### src/rtl/rv32_pkg.sv
// rtl/rv32_pkg.sv - opcodes, funct codes, ALU and FSM enums shared by the RV32 multi-cycle core
package rv32_pkg;

  localparam logic [6:0] OP     = 7'b0110011;
  localparam logic [6:0] OP_IMM = 7'b0010011;
  localparam logic [6:0] LOAD   = 7'b0000011;
  localparam logic [6:0] STORE  = 7'b0100011;
  localparam logic [6:0] BRANCH = 7'b1100011;
  localparam logic [6:0] JAL    = 7'b1101111;
  localparam logic [6:0] JALR   = 7'b1100111;

  localparam logic [2:0] F3_ADD  = 3'b000;
  localparam logic [2:0] F3_SLT  = 3'b010;
  localparam logic [2:0] F3_OR   = 3'b110;
  localparam logic [2:0] F3_AND  = 3'b111;
  localparam logic [2:0] F3_BEQ  = 3'b000;
  localparam logic [2:0] F3_BNE  = 3'b001;
  localparam logic [2:0] F3_LW   = 3'b010;
  localparam logic [2:0] F3_SW   = 3'b010;
  localparam logic [2:0] F3_JALR = 3'b000;
  localparam logic [2:0] F3_MUL  = 3'b000;

  localparam logic [6:0] F7_BASE = 7'b0000000;
  localparam logic [6:0] F7_SUB  = 7'b0100000;
  localparam logic [6:0] F7_MUL  = 7'b0000001;

  typedef enum logic [2:0] {ALU_ADD, ALU_SUB, ALU_AND, ALU_OR, ALU_SLT, ALU_MUL} alu_op_t;
  typedef enum logic [1:0] {FETCH, EXEC, MEM, MUL} state_t;

  function automatic logic [31:0] byte_swap(input logic [31:0] w);
    return {w[7:0], w[15:8], w[23:16], w[31:24]};
  endfunction

endpackage

### src/rtl/rv32_regfile.sv
// rtl/rv32_regfile.sv - register file: two combinational read ports, one synchronous write port
// Index bits above $clog2(NUM_REGS) are dropped, so RV32E builds alias x16..x31 onto x0..x15.
module rv32_regfile #(
  parameter int NUM_REGS = 32
) (
  input  logic        clk,
  input  logic        rst,
  input  logic [4:0]  rs1_addr,
  input  logic [4:0]  rs2_addr,
  output logic [31:0] rs1_data,
  output logic [31:0] rs2_data,
  input  logic        we,
  input  logic [4:0]  rd_addr,
  input  logic [31:0] rd_data
);

  localparam int AW = $clog2(NUM_REGS);

  logic [31:0]   regs [NUM_REGS];
  logic [AW-1:0] ra1, ra2, wa;

  assign ra1 = rs1_addr[AW-1:0];
  assign ra2 = rs2_addr[AW-1:0];
  assign wa  = rd_addr[AW-1:0];

  always_ff @(posedge clk) begin
    if (rst) begin
      for (int i = 0; i < NUM_REGS; i++) regs[i] <= '0;
    end else if (we && wa != '0) begin
      regs[wa] <= rd_data;
    end
  end

  assign rs1_data = (ra1 == '0) ? '0 : regs[ra1];
  assign rs2_data = (ra2 == '0) ? '0 : regs[ra2];

endmodule

### src/rtl/rv32_multicycle_core.sv
// rtl/rv32_multicycle_core.sv - multi-cycle RV32I-subset core with handshaked I/D memories
// Define RV32_MUL_EN to add a 32-cycle shift-add mul; otherwise mul decodes as illegal.
module rv32_multicycle_core
  import rv32_pkg::*;
#(
  parameter logic [31:0] RESET_PC    = 32'h0000_0000,
  parameter int          NUM_REGS    = 32,
  parameter bit          I_BYTE_SWAP = 1'b1
) (
  input  logic        clk,
  input  logic        rst,
  output logic        mem_req_I,
  output logic [31:0] mem_addr_I,
  input  logic [31:0] mem_rdata_I,
  input  logic        mem_ready_I,
  output logic        mem_req_D,
  output logic        mem_wen_D,
  output logic [31:0] mem_addr_D,
  output logic [31:0] mem_wdata_D,
  input  logic [31:0] mem_rdata_D,
  input  logic        mem_ready_D,
  output logic        retire,
  output logic        illegal
);

  state_t      state, next_state;
  alu_op_t     alu_op;
  logic [31:0] pc, next_pc, ir, addr_q, wdata_q, fetch_word;
  logic [6:0]  opcode, funct7;
  logic [2:0]  funct3;
  logic [4:0]  rd, rs1, rs2;
  logic [31:0] imm_i, imm_s, imm_b, imm_j, pc_plus4;
  logic [31:0] rs1_val, rs2_val, alu_b, alu_res, rf_wd, mem_addr_c;
  logic        rf_we, legal, is_mul, mem_latch, illegal_set, retire_c, taken;
`ifdef RV32_MUL_EN
  logic [31:0] mul_a, mul_b, mul_acc;
  logic [4:0]  mul_cnt;
  logic        mul_start;
`endif

  assign fetch_word = I_BYTE_SWAP ? byte_swap(mem_rdata_I) : mem_rdata_I;

  assign opcode = ir[6:0];
  assign rd     = ir[11:7];
  assign funct3 = ir[14:12];
  assign rs1    = ir[19:15];
  assign rs2    = ir[24:20];
  assign funct7 = ir[31:25];

  assign imm_i = {{20{ir[31]}}, ir[31:20]};
  assign imm_s = {{20{ir[31]}}, ir[31:25], ir[11:7]};
  assign imm_b = {{19{ir[31]}}, ir[31], ir[7], ir[30:25], ir[11:8], 1'b0};
  assign imm_j = {{11{ir[31]}}, ir[31], ir[19:12], ir[20], ir[30:21], 1'b0};

  assign pc_plus4   = pc + 32'd4;
  assign mem_addr_c = rs1_val + ((opcode == STORE) ? imm_s : imm_i);
  assign taken      = (funct3 == F3_BEQ) ? (rs1_val == rs2_val) : (rs1_val != rs2_val);

  rv32_regfile #(.NUM_REGS(NUM_REGS)) u_regfile (
    .clk      (clk),
    .rst      (rst),
    .rs1_addr (rs1),
    .rs2_addr (rs2),
    .rs1_data (rs1_val),
    .rs2_data (rs2_val),
    .we       (rf_we),
    .rd_addr  (rd),
    .rd_data  (rf_wd)
  );

  // Pure decode of IR, kept apart from the FSM so the ALU result never feeds back into it.
  always_comb begin
    alu_op = ALU_ADD;
    alu_b  = rs2_val;
    legal  = 1'b0;
    is_mul = 1'b0;
    case (opcode)
      OP: begin
        legal = 1'b1;
        case ({funct7, funct3})
          {F7_BASE, F3_ADD}: alu_op = ALU_ADD;
          {F7_SUB,  F3_ADD}: alu_op = ALU_SUB;
          {F7_BASE, F3_SLT}: alu_op = ALU_SLT;
          {F7_BASE, F3_OR }: alu_op = ALU_OR;
          {F7_BASE, F3_AND}: alu_op = ALU_AND;
`ifdef RV32_MUL_EN
          {F7_MUL,  F3_MUL}: begin
            alu_op = ALU_MUL;
            is_mul = 1'b1;
          end
`endif
          default: legal = 1'b0;
        endcase
      end
      OP_IMM: begin
        legal = 1'b1;
        alu_b = imm_i;
        case (funct3)
          F3_ADD:  alu_op = ALU_ADD;
          F3_SLT:  alu_op = ALU_SLT;
          F3_OR:   alu_op = ALU_OR;
          F3_AND:  alu_op = ALU_AND;
          default: legal  = 1'b0;
        endcase
      end
      LOAD:    legal = (funct3 == F3_LW);
      STORE:   legal = (funct3 == F3_SW);
      BRANCH:  legal = (funct3 == F3_BEQ) || (funct3 == F3_BNE);
      JAL:     legal = 1'b1;
      JALR:    legal = (funct3 == F3_JALR);
      default: legal = 1'b0;
    endcase
  end

  always_comb begin
    case (alu_op)
      ALU_SUB: alu_res = rs1_val - alu_b;
      ALU_AND: alu_res = rs1_val & alu_b;
      ALU_OR:  alu_res = rs1_val | alu_b;
      ALU_SLT: alu_res = {31'd0, $signed(rs1_val) < $signed(alu_b)};
      default: alu_res = rs1_val + alu_b;
    endcase
  end

  always_comb begin
    next_state  = state;
    next_pc     = pc;
    rf_we       = 1'b0;
    rf_wd       = alu_res;
    mem_latch   = 1'b0;
    illegal_set = 1'b0;
    retire_c    = 1'b0;
`ifdef RV32_MUL_EN
    mul_start   = 1'b0;
`endif
    case (state)
      FETCH: if (mem_ready_I) next_state = EXEC;
      EXEC: begin
        next_state = FETCH;
        next_pc    = pc_plus4;
        if (!legal) begin
          illegal_set = 1'b1;
        end else begin
          case (opcode)
            OP, OP_IMM: begin
              if (is_mul) begin
                next_state = MUL;
                next_pc    = pc;
`ifdef RV32_MUL_EN
                mul_start  = 1'b1;
`endif
              end else begin
                rf_we    = 1'b1;
                retire_c = 1'b1;
              end
            end
            LOAD, STORE: begin
              mem_latch  = 1'b1;
              next_state = MEM;
              next_pc    = pc;
            end
            BRANCH: begin
              retire_c = 1'b1;
              if (taken) next_pc = pc + imm_b;
            end
            JAL: begin
              rf_we    = 1'b1;
              rf_wd    = pc_plus4;
              next_pc  = pc + imm_j;
              retire_c = 1'b1;
            end
            JALR: begin
              rf_we    = 1'b1;
              rf_wd    = pc_plus4;
              next_pc  = (rs1_val + imm_i) & ~32'd1;
              retire_c = 1'b1;
            end
            default: ;
          endcase
        end
      end
      MEM: begin
        if (mem_ready_D) begin
          rf_we      = (opcode == LOAD);
          rf_wd      = mem_rdata_D;
          next_pc    = pc_plus4;
          retire_c   = 1'b1;
          next_state = FETCH;
        end
      end
      MUL: begin
`ifdef RV32_MUL_EN
        if (mul_cnt == 5'd31) begin
          rf_we      = 1'b1;
          rf_wd      = mul_acc + (mul_b[0] ? mul_a : 32'd0);
          next_pc    = pc_plus4;
          retire_c   = 1'b1;
          next_state = FETCH;
        end
`else
        next_state = FETCH;
`endif
      end
      default: next_state = FETCH;
    endcase
  end

  always_ff @(posedge clk) begin
    if (rst) begin
      state   <= FETCH;
      pc      <= RESET_PC;
      ir      <= '0;
      addr_q  <= '0;
      wdata_q <= '0;
      illegal <= 1'b0;
    end else begin
      state <= next_state;
      pc    <= next_pc;
      if (state == FETCH && mem_ready_I) ir <= fetch_word;
      if (mem_latch) begin
        addr_q  <= mem_addr_c;
        wdata_q <= rs2_val;
      end
      if (illegal_set) illegal <= 1'b1;
    end
  end

`ifdef RV32_MUL_EN
  // One multiplier bit per cycle: the final partial product is folded in on the write cycle.
  always_ff @(posedge clk) begin
    if (rst) begin
      mul_a   <= '0;
      mul_b   <= '0;
      mul_acc <= '0;
      mul_cnt <= '0;
    end else if (mul_start) begin
      mul_a   <= rs1_val;
      mul_b   <= rs2_val;
      mul_acc <= '0;
      mul_cnt <= '0;
    end else if (state == MUL) begin
      if (mul_b[0]) mul_acc <= mul_acc + mul_a;
      mul_a   <= mul_a << 1;
      mul_b   <= mul_b >> 1;
      mul_cnt <= mul_cnt + 5'd1;
    end
  end
`endif

  assign mem_req_I   = (state == FETCH) && !rst;
  assign mem_addr_I  = pc;
  assign mem_req_D   = (state == MEM);
  assign mem_wen_D   = (state == MEM) && (opcode == STORE);
  assign mem_addr_D  = addr_q;
  assign mem_wdata_D = wdata_q;
  assign retire      = retire_c;

endmodule

### config.mk
export PLATFORM = sky130hd
export DESIGN_NAME = rv32_multicycle_core
export DESIGN_NICKNAME = d
export VERILOG_FILES = /design/src/rtl/rv32_pkg.sv /design/src/rtl/rv32_regfile.sv /design/src/rtl/rv32_multicycle_core.sv
export SDC_FILE = /design/constraint.sdc
export NUM_CORES = 2
export LEC_CHECK = 0
export BUFFER_PORTS_ARGS = -buffer_cell sky130_fd_sc_hd__buf_2
export CAP_MARGIN = 5
export CORE_ASPECT_RATIO = 1.75
export CORE_MARGIN = 2
export CORE_UTILIZATION = 30
export CTS_CLUSTER_SIZE = 40
export DETAILED_ROUTE_END_ITERATION = 8
export MAX_ROUTING_LAYER = met4
export PLACE_DENSITY = 0.41
export SLEW_MARGIN = 20
export SYNTH_ARGS = -nofsm -noshare
export SYNTH_HDL_FRONTEND = slang
export SYNTH_SLANG_ARGS = --single-unit
export TNS_END_PERCENT = 30
### constraint.sdc
create_clock -name clk -period 7.88 [get_ports clk]
set_input_delay 0.788 -clock clk [delete_from_list [all_inputs] [get_ports clk]]
set_output_delay 0.788 -clock clk [all_outputs]
set_load 0.02 [all_outputs]
Word-level counts from Yosys, hierarchy flattened
Memory sizes are Yosys's and may differ from the RTL's. A register that Yosys moved wholly into a read port is not among the register bits.
Cells that the tools add are included.

word-level totals
  register bits after elaboration = 131
  RAM bits = 1,024
  bits of input ports = 68
  output and inout port bits = 101
  logic and storage cells = 117
  memories = 1

memories
  name            depth  bits a word  rd ports  clocked after Yosys merged registers in  wr ports  RTL line            RTL
  u_regfile.regs  32     32           2         2                                        32        rv32_regfile.sv:19  logic [31:0] regs [NUM_REGS];

cells by class
  $add $sub $neg = 7
  order comparisons = 1
  equality and inequality tests = 27
  muxes and demuxes = 51
  bitwise operators = 2
  reduce and logical (&&, ||, !) cells = 22

operator list
  cell                                            number
  2-to-1 mux 32 bit                               10
  one-hot mux 32 bit (4 select lines)             2
  adder 32 bit                                    5
  one-hot mux 32 bit (2 select lines)             2
  adder 32 x 3 -> 32 bit, second input constant   1
  AND 32 bit                                      1
  == test 32 bit                                  1
  < comparator 32 bit                             1
  inequality test 32 bit                          1
  bitwise OR 32 bit                               1
  OR reduction 32 bit                             1
  subtractor 32 bit                               1
  2-to-1 mux 5 bit                                6
  == test 7 bit, second input constant            3
  == test 10 x 3 -> 1 bit, second input constant  2
  2-to-1 mux 1 bit                                20
  == test 7 x 6 -> 1 bit, second input constant   2
  one-hot mux 3 bit (4 select lines)              1
  == test 10 x 2 -> 1 bit, second input constant  1
  == test 10 x 9 -> 1 bit, second input constant  1
  logical NOT 10 bit                              1
  logical NOT 5 bit                               2
  OR reduction 5 bit                              2
  == test 3 x 2 -> 1 bit, second input constant   3
  26 further kinds                                39

Depth between registers and ports, before layout
  word-level depth = 12
  depth in mapped cells = 30
  depth with buffers taken out = 22

Modules after synthesis
From an unflattened synthesis, not the netlist that was laid out.

second synthesis, totals
  cell total of the unflattened synthesis = 5,971
  area, all modules = 71,200.8 um^2

by module, submodules not included
  module                times used  cells each  area each (um^2)  sequential area each (um^2)
  rv32_regfile          1           3,483       54,059.3          30,749.5
  rv32_multicycle_core  1           2,488       17,141.4          2,602.5

Worst setup path after synthesis
No wires, ideal clock.

  path type = register -> register
  start point = register (tool-made name)
  end point = memory u_regfile.regs[2][31] (data pin)
  setup time = 0.270 ns
  data arrival time = 5.276 ns
  required time = 7.610 ns
  setup slack = 2.335 ns
  cell stages (with the launch flop) = 26
  path buffers = 7
  clock period less this slack = 5.545 ns
  path through = dfxtp_1 buf_4 buf_6 buf_4 buf_4 buf_2 mux4_2 mux4_2 nand2_1 a21oi_1 nand2_1 nand2_1 ha_1 clkbuf_1 inv_1 a21oi_1 nor2_1 nor2_1 o21bai_1 a211oi_1 a21oi_1 a41oi_1 xor2_1 a2111oi_2 clkbuf_1 nor3_1

RTL lines
  item       RTL line
  to (decl)  rv32_regfile.sv:19

==> out/results.ini <==
[routing]
totalWireLength_um = 368000
vias = 57260
wl_per_cell_um = 38.2
drt-initial-drc-count = 5689
antenna_left = 0
vias_per_cell = 5.93
dr.pass1.iters = 6
drc = 0

[worst_setup_path]
crit_chain = buf_12 > buf_4 > mux4_2 > a22o_1 > a31oi_2 > a31oi_2 > ha_1 > and2_1 > and3_1 > nand2_1 > nor4_1 > a2111oi_2 > nand3_1 > buf_4 > and3_1 > or3_1 > inv_1 > or4_1 > a221oi_4 > buf_12 > nor3_1
start_kind = register
cp_slowest_cell = dfxtp_4
slowest_delay_ns = 0.88
critPathRequiredTime_ns = 8.37
critPathKind = reg2reg
cp.arrival_ns = 7.80
setup.worst_path.end_class = register
cp_max_fo = 31

[clock_network]
clk_pin_slew_worst_paths_ns = 0.07
cts-root-buf = clkbuf_16
cts_buffers = 117
cts_tree = done
clock_sinks = 1164
cts_max_level = 3
hold_buffers = 0
cts_resized = 0
clock_latency_ns = 0.80
post-cts-setup-buffers = 0
cts_max_path_buffers = 3

[worst_hold_path]
hold_path.class = in2reg

[synthesis]
async_reset_ff_share_pct = 0
syn_inst = 6232
seq_area_frac_synth_pct = 47.3
yosysUniqueCellTypes = 116
synth_area_sq_um = 71000
synthFlopType = edfxtp_1
ys_warn_count = 0
ys_ff_latch = 1164
synth_edf_count = 1024
syn_area_per_cell_sq_um = 11.4

[sta]
clock_skew_ns = 0.0580
fin_hold_ws_ns = 0.237
tightest_slew_ns = 1.27
relSlewSlack_pct = 14.6
setup-violations-final = 0
period_share_pct = 92.7
finalSetupTns_ns = 0
max_freq_mhz = 137
period_needed_ns = 7.31
slew_violations = 0
rsz0062_at_grt = false
hold_violations = 0

[floorplan]
die_h_um = 647
rows = 236
io_pins = 169
die_x_um = 372
start_util_pct = 30.1
core_area_sq_um = 236000
die_area_sq_um = 241000

[global_route]
grt_overflow = 0
grtUsageTotal_pct = 31.2
grt_first_pass_wirelength_um = 499000
antenna_found_initial = 45
grt_pass1_vias = 58893
grt_max_degree = 61

[layout]
mostFrequentLayoutCell = edfxtp_1
design_area_sq_um = 81600
finalCoreUtilization_pct = 34.6
area_growth_pct = 15.0
nets = 6645
final_cell_mix = edfxtp_1, nor2_1, mux4_2
drive_gt1_share_pct = 23.1
n_fill_cell = 23527

[flow_run]
maxCapViolCount = 0

[pwr]
ir_drop_mv = 0.191
finalPower_mw = 19.1
leakagePower_nw = 27.9
power_density_nw_per_um2 = 234

[placed_design]
gp_congestion = 1.01
placed_cell_area_sq_um = 77600
dp_hpwl_um = 265000
port_buffers = 167

[outcome]
status = finished clean

==> worst max-delay path: cells and delay by family, from the launching register on <==
family                   cells  cell delay (ns)
buffers and inverters        5             1.03
adder cells (fa/ha/maj)      1             0.59
multiplexers                 1             0.54
AO/OA/AOI/OAI                5             1.47
flip-flops                   1             0.88
AND/OR/NAND/NOR              9             2.44
==> metrics by stage <==
stage	cells	worst slack (ns)
floorplan	6264	2.33
global placement	9393	0.633
detailed placement	9393	0.619
CTS	9612	0.605
global route	9645	0.292
finish	9648	0.572
==> sequential cells by signal, summed over array words and instances (netlist names), named ones only <==
name,cells
mem_addr_I,31
state,2
u_regfile.regs,1024
mem_wdata_D,32
mem_addr_D,32
ir,32
illegal,1
==> layer usage <==
layer,up-vias,global-route usage (%),part of all wire [%]
met3,1125,5.34,5.5
met4,0,25.9,9.9
met1,29653,29.7,32
met5,-,-,0
li1,23923,-,-
met2,2559,54.8,52
==> power by group <==
group / internal [mW] / switching [mW]
logic: 1.92 / 4.12
clock network: 3.21 / 2.71
registers: 6.90 / 0.201
total: 12.0 / 7.04
==> area by class of cell <==
class | instances | area [sq um] | area share, %
inverters | 127 | 479 | 0.587
flip-flops and latches | 1164 | 33600 | 41.2
clock inverters | 75 | 723 | 0.886
well taps | 3094 | 3870 | 4.74
multi-input cells | 4425 | 35100 | 43.0
diodes | 35 | 87.6 | 0.107
repair buffers | 584 | 4610 | 5.65
clock buffers | 144 | 3190 | 3.90
==> cell families (layout without fill, tap and decap cells) <==
logic type | after synthesis | after routing | share of synthesized area [%]
adders and majority gates | 168 | 168 | 2.95
buffers and inverters | 675 | 930 | 4.50
AOI/OAI and AO/OA | 1180 | 1180 | 11.1
other | 1 | 68 | 0.00528
xor gates and xnor gates | 189 | 189 | 2.36
DFF | 1164 | 1164 | 47.3
muxes | 709 | 709 | 18.3
and+or+nand+nor | 2146 | 2146 | 13.5
==> synth_stat cells (12+ instances only) <==
cell      instances  area (sq um)
nor3_1          277          1390
nor2_1          996          3740
o221ai_1         15           131
and3_1           37           231
a21oi_1         338          1690
nor2b_1          21           131
inv_1           117           439
nor4_1           18           113
mux4_2          465         10500
clkbuf_1        358          1340
nand2b_1         49           307
buf_4            47           353
dfxtp_1         140          2800
and2_1           31           194
or3_1            13          81.3
ha_1            156          1950
o31ai_1          17           128
a221oi_1         36           315
nor2_2           66           413
nand2_1         422          1580
buf_1            15          56.3
nand3_1         102           510
nor3b_1          13          97.6
or2_2            12          75.1
o21ai_0         197           986
o21ai_1          15          75.1
xor2_1           60           526
buf_2            81           405
a211oi_1         63           473
o21bai_1         36           270
a22oi_1         101           758
nand4_1          30           188
o211ai_1         20           150
a221o_1          13           130
mux2i_1         233          2330
xnor2_1         128          1120
a21boi_0         12          90.1
o22ai_1          53           332
buf_6            43           484
o21a_1           28           210
edfxtp_1       1024         30700
a31oi_1          35           219
a21o_1           47           353
==> path summary, 6_finish.rpt <==
check	startpoint	end	slack, ns	depth (start not counted)
min	mem_rdata_I[24]	ir[0]	0.24	3
min reg2reg	mem_addr_D[22]	mem_addr_D[22]	0.45	2
max	register	u_regfile.regs[28][28]	0.57	21
max reg2reg	register	u_regfile.regs[28][28]	0.57	21
(Power assumes the default switching activity.)
